==> src/rtl/seg_pkg.sv <==
// Shared types and helpers for the 7-segment scan controller.
package seg_pkg;

  typedef logic [3:0] nibble_t;

  // Logical anode state; the physical level comes from anode_level().
  localparam logic ANODE_ON  = 1'b1;
  localparam logic ANODE_OFF = 1'b0;

  function automatic int calc_sel_w(input int n);
    return (n > 1) ? $clog2(n) : 1;
  endfunction

  function automatic logic anode_level(input logic asserted, input bit active_low);
    return asserted ^ active_low;
  endfunction

endpackage

==> src/rtl/seg_scan_mux_tick.sv <==
// Digit-dwell prescaler: tick is high on the last count of every PRESCALE-cycle period.
module scan_tick #(
  parameter int PRESCALE = 100000
) (
  input  logic clk,
  input  logic reset_n,
  output logic tick
);

  localparam int CNT_W = (PRESCALE > 1) ? $clog2(PRESCALE) : 1;
  localparam logic [CNT_W-1:0] LAST = CNT_W'(PRESCALE - 1);

  logic [CNT_W-1:0] pcnt_q;
  logic [CNT_W-1:0] pcnt_d;

  assign tick = (pcnt_q == LAST);

  always_comb begin
    pcnt_d = tick ? '0 : pcnt_q + 1'b1;
  end

  always_ff @(posedge clk) begin
    if (!reset_n) pcnt_q <= '0;
    else          pcnt_q <= pcnt_d;
  end

endmodule

==> src/rtl/seg_scan_mux.sv <==
// Time-multiplexed hex display scanner with frame-synchronous double buffering.
// Optional leading-zero blanking is compiled in with `define SEG_SCAN_LZB_EN.
module seg_scan_mux
  import seg_pkg::*;
#(
  parameter int NUM_DIGITS    = 8,
  parameter int PRESCALE      = 100000,
  parameter bit ACTIVE_LOW_AN = 1'b1,
  localparam int SEL_W        = calc_sel_w(NUM_DIGITS)
) (
  input  logic                    clk,
  input  logic                    reset_n,
  input  logic [4*NUM_DIGITS-1:0] data,
  input  logic                    load,
  input  logic [NUM_DIGITS-1:0]   digit_en,
  output logic [3:0]              out,
  output logic [SEL_W-1:0]        select,
  output logic [NUM_DIGITS-1:0]   anode,
  output logic                    frame_done
);

  localparam logic [SEL_W-1:0] LAST_IDX = SEL_W'(NUM_DIGITS - 1);
  localparam logic             AN_IDLE  = anode_level(ANODE_OFF, ACTIVE_LOW_AN);

  logic tick;
  logic wrap;
  logic visible;
  nibble_t cur_nib;

  logic [SEL_W-1:0]        idx_q, idx_d;
  logic [4*NUM_DIGITS-1:0] shadow_q, shadow_d;
  logic [4*NUM_DIGITS-1:0] pending_q, pending_d;
  logic                    pend_v_q, pend_v_d;
  nibble_t                 out_q, out_d;
  logic [SEL_W-1:0]        select_q;
  logic [NUM_DIGITS-1:0]   anode_q, anode_d;
  logic                    wrap_q;
  logic                    frame_done_q;

  scan_tick #(.PRESCALE(PRESCALE)) u_tick (
    .clk     (clk),
    .reset_n (reset_n),
    .tick    (tick)
  );

  assign wrap    = tick && (idx_q == LAST_IDX);
  assign cur_nib = shadow_q[{idx_q, 2'b00} +: 4];

`ifdef SEG_SCAN_LZB_EN
  // A digit survives if it or any more-significant nibble is non-zero.
  logic [NUM_DIGITS-1:0] lz_keep;
  for (genvar gi = 0; gi < NUM_DIGITS; gi++) begin : g_lzb
    if (gi == 0) begin : g_lsd
      assign lz_keep[gi] = 1'b1;
    end else begin : g_upper
      assign lz_keep[gi] = |shadow_q[4*NUM_DIGITS-1:4*gi];
    end
  end
  assign visible = digit_en[idx_q] & lz_keep[idx_q];
`else
  assign visible = digit_en[idx_q];
`endif

  for (genvar gi = 0; gi < NUM_DIGITS; gi++) begin : g_anode
    assign anode_d[gi] = anode_level((idx_q == SEL_W'(gi)) && visible, ACTIVE_LOW_AN);
  end

  always_comb begin
    idx_d     = idx_q;
    shadow_d  = shadow_q;
    pending_d = pending_q;
    pend_v_d  = pend_v_q;
    if (tick) idx_d = wrap ? '0 : idx_q + 1'b1;
    // A load landing on the wrap bypasses the pending buffer so the newest value wins.
    if (load && wrap) begin
      shadow_d = data;
      pend_v_d = 1'b0;
    end else if (load) begin
      pending_d = data;
      pend_v_d  = 1'b1;
    end else if (wrap && pend_v_q) begin
      shadow_d = pending_q;
      pend_v_d = 1'b0;
    end
    out_d = visible ? cur_nib : nibble_t'(0);
  end

  always_ff @(posedge clk) begin
    if (!reset_n) begin
      idx_q        <= '0;
      shadow_q     <= '0;
      pending_q    <= '0;
      pend_v_q     <= 1'b0;
      out_q        <= '0;
      select_q     <= '0;
      anode_q      <= {NUM_DIGITS{AN_IDLE}};
      wrap_q       <= 1'b0;
      frame_done_q <= 1'b0;
    end else begin
      idx_q        <= idx_d;
      shadow_q     <= shadow_d;
      pending_q    <= pending_d;
      pend_v_q     <= pend_v_d;
      out_q        <= out_d;
      select_q     <= idx_q;
      anode_q      <= anode_d;
      // Extra stage lines the pulse up with the cycle the outputs return to digit 0.
      wrap_q       <= wrap;
      frame_done_q <= wrap_q;
    end
  end

  assign out        = out_q;
  assign select     = select_q;
  assign anode      = anode_q;
  assign frame_done = frame_done_q;

endmodule

==> config.mk <==
export PLATFORM = sky130hd
export DESIGN_NAME = seg_scan_mux
export DESIGN_NICKNAME = d
export VERILOG_FILES = /design/src/rtl/seg_pkg.sv /design/src/rtl/seg_scan_mux_tick.sv /design/src/rtl/seg_scan_mux.sv
export SDC_FILE = /design/constraint.sdc
export NUM_CORES = 1
export LEC_CHECK = 0
export CORE_MARGIN = 2
export CORE_UTILIZATION = 60
export DETAILED_ROUTE_END_ITERATION = 10
export GPL_TIMING_DRIVEN = 1
export PLACE_DENSITY_LB_ADDON = 0.05
export SLEW_MARGIN = 20
export SYNTH_ARGS = -nofsm -noshare
export SYNTH_HDL_FRONTEND = slang
export SYNTH_SLANG_ARGS = --single-unit
==> constraint.sdc <==
create_clock -name clk -period 3.2 [get_ports clk]
set_clock_uncertainty 0.05 [all_clocks]
set_input_delay 0.32 -clock clk [delete_from_list [all_inputs] [get_ports clk]]
set_output_delay 0.32 -clock clk [all_outputs]
set_load 0.03 [all_outputs]
==> results.cfg <==
[status]
outcome = completed

[worst_setup_path]
critPathSlowestCell = or2_1
crit_fanout = 24
path_cells = ha_1 > ha_1 > nand2_1 > or2_1 > clkinv_8 > a22o_1
critPathBufInv = 1
worstSetupStartpointType = flop
worstPathArrival_ns = 2.31
critical_path_class = reg2reg
setup.worst_path.start = idx_q[0]$_SDFFE_PN0N_
end_kind = flop
crit_required_ns = 3.40
cp_top_family = simple AND/OR/NAND/NOR gates
r2r_start = idx_q[0]$_SDFFE_PN0N_
crit_top_cell = ha_1
cpPeakStageDelay_ns = 0.44
reg2reg_slack_ns = 1.09

[global_routing]
grt_overflow = 0
grt.total_usage = 0.2682
grt_antenna_before_repair = 0
grt_pass1_vias = 4062
grt_max_degree = 99
grt_first_pass_wirelength_um = 19420

[worst_hold_path]
holdCritStartpoint = shadow_q[1]$_SDFFE_PN0P_
hold_class = reg2reg

[drt]
drc = 0
wl_per_cell_um = 16.78
drt_wl_total_um = 11650
drt_iter0_markers = 251
via_per_inst = 6.261
drtAntennaViolNets = 0
dr_total_vias = 4345
first_pass_iters = 5

[clock_tree]
clockRootBuffer = clkbuf_8
clockBufferDepth = 2
cts_made_buffers = 9
cts_tree = built
cts_setup_buffers = 0
cts.repair.resized = 0
cts_max_level = 3
clkLatencyLatePin_ns = 0.36
cts_sinks = 102
path_clk_slew_ns = 0.09
cts_hold_buf = 0

[logic_synthesis]
ys_top_cells_by_area = dfxtp_1 (41%), and3b_1 (5.6%), nand2_1 (5.1%)
synth_top_cell_by_area = dfxtp_1
yosysWarnings = 0
seq_area_frac_synth = 0.4058
synth-edff-count = 0
synth_cell_types = 43
ys_ff_latch = 102
avgSynthCellArea_um2 = 8.970
synth_fp_nets = 611
synth_top_cell_area_share = 0.4058
synthFlopType = dfxtp_1
syn_area_mm2 = 0.005032
syn_inst = 561
async_flop_share = 0

[sta]
max_freq_ghz = 0.4743
setup_violations = 0
worst_slew_pin_slew_ns = 0.6442
maxSlewHeadroom = 0.5696
rsz0062_at_grt = false
finalCritPeriodShare = 0.6589
min_period_ns = 2.108
finalSetupTns_ns = 0
hold_violations = 0
slew_viol_final = 0

[layout]
area_delta_synth_final_pct = 14.74
final_nets = 634
antenna_cells = 0
drive_gt1_frac = 0.08149

[power_and_ir_drop]
leakage_nw = 2.072
seq_power_share = 0.558
vdd_drop_max_v = 0.0002626
pwr-share-clk = 0.338
power_mw = 2.410
swShare = 0.2474
switchingPower_mw = 0.5962
comb_power_share = 0.104
intPower_mw = 1.814
p_per_area_mw_per_mm2 = 417.4

[floorplanning]
core_mm2 = 0.008175
die_w_um = 95.58
die_h_um = 95.58
io_pins = 59
initial_utilization = 0.6155
rows = 33
die_area_mm2 = 0.009136

[flow_run]
cap_viol_max_count = 0

[placed_design]
numPortBuffers = 58
dp_hpwl_um = 7777
place_congestion = 0.8271
==> placed cells by master (no fill, tap or decap), types with 7 or more instances in the layout <==
cell type | synthesis | routed
o211ai_1 | 32 | 32
ha_1 | 7 | 7
clkdlybuf4s50_1 | 0 | 56
and2_1 | 7 | 7
a22oi_1 | 9 | 9
nand2_1 | 69 | 69
xor2_1 | 10 | 10
a22o_1 | 23 | 23
dfxtp_1 | 102 | 102
nand4_1 | 40 | 40
a31oi_1 | 32 | 32
nor2_1 | 14 | 14
o2bb2ai_1 | 9 | 9
o21ai_0 | 27 | 27
and3b_1 | 32 | 32
clkbuf_8 | 0 | 10
buf_4 | 1 | 14
nand3_1 | 38 | 38
mux4_2 | 9 | 9
==> cell usage after synthesis (2+ instances only) <==
| master | count |
|---|---|
| a22o_1 | 23 |
| mux4_2 | 9 |
| nand4_1 | 40 |
| buf_2 | 11 |
| buf_1 | 7 |
| buf_12 | 2 |
| or3_1 | 3 |
| and4_1 | 4 |
| o21ai_0 | 27 |
| dfxtp_1 | 102 |
| and2_1 | 7 |
| a21boi_1 | 3 |
| and3b_1 | 32 |
| nand2_1 | 69 |
| inv_1 | 4 |
| nor2_1 | 14 |
| nor4b_2 | 2 |
| a22oi_1 | 9 |
| xor2_1 | 10 |
| clkbuf_1 | 38 |
| o211ai_1 | 32 |
| nand3_1 | 38 |
| xnor2_1 | 4 |
| mux2i_1 | 2 |
| a21oi_1 | 5 |
| nor2b_1 | 2 |
| ha_1 | 7 |
| a31oi_1 | 32 |
| o2bb2ai_1 | 9 |
==> routing by layer <==
metal / share of wire / vias up / global-route usage
li1: - / 2147 / -
met3: 0.046 / 16 / 0.05771
met5: 0 / - / 0
met1: 0.46 / 2066 / 0.3571
met4: 0.016 / 0 / 0.05714
met2: 0.48 / 116 / 0.4493
==> power groups by stage <==
stage	clock (mW)	sequential (mW)	combinational (mW)
2_1_floorplan	0	1.36	0.154
3_3_place_gp	0	1.37	0.239
3_5_place_dp	0	1.37	0.249
4_1_cts	0.828	1.34	0.250
5_1_grt	0.872	1.35	0.279
6_report	0.815	1.35	0.250
==> stage by stage <==
stage | hold slack [ns] | std cells | worst slack (ns) | util | instance area, µm²
finish | 0.4209 | 694 | 1.092 | 0.7063 | 5774
global route | 0.4315 | 694 | 0.8934 | 0.7063 | 5774
CTS | 0.4214 | 694 | 1.074 | 0.7063 | 5774
detailed placement | 0.3959 | 678 | 1.141 | 0.6818 | 5574
global placement | 0.3878 | 678 | 1.203 | 0.6818 | 5574
floorplan | 0.3619 | 561 | 1.336 | - | 5032
==> layout make-up <==
cell class | count | area [µm²]
Clock buffer | 11 | 141.4
Fill cell | 651 | 2401
Tap cell | 105 | 131.4
Timing Repair Buffer | 72 | 690.7
Multi-Input combinational cell | 394 | 2679
Inverter | 5 | 31.28
Sequential cell | 102 | 2042
Clock inverter | 5 | 58.81
==> worst paths after layout <==
| check | to | depth (start not counted) |
|---|---|---|
| worst max-delay path | shadow_q[20]$_SDFFE_PN0P_ | 6 |
| worst min-delay path | shadow_q[1]$_SDFFE_PN0P_ | 1 |
| worst max register to register | shadow_q[20]$_SDFFE_PN0P_ | 6 |
| worst min register to register | shadow_q[1]$_SDFFE_PN0P_ | 1 |
==> cell families after synthesis <==
group | Yosys count | synth area share
compound gates | 143 | 0.1999
xor+xnor | 14 | 0.02436
fa+ha+maj | 7 | 0.01740
buf+inv | 65 | 0.06241
flops | 102 | 0.4058
mux | 11 | 0.04426
simple gates | 219 | 0.2459
==> registers in the layout, summed over array words and instances, names as in the netlist <==
signal	cells
u_tick.pcnt_q	17
shadow_q	32
idx_q	3
anode	8
wrap_q	1
select	3
pend_v_q	1
pending_q	32
frame_done	1
out	4
Power figures use the tool's default switching activity.
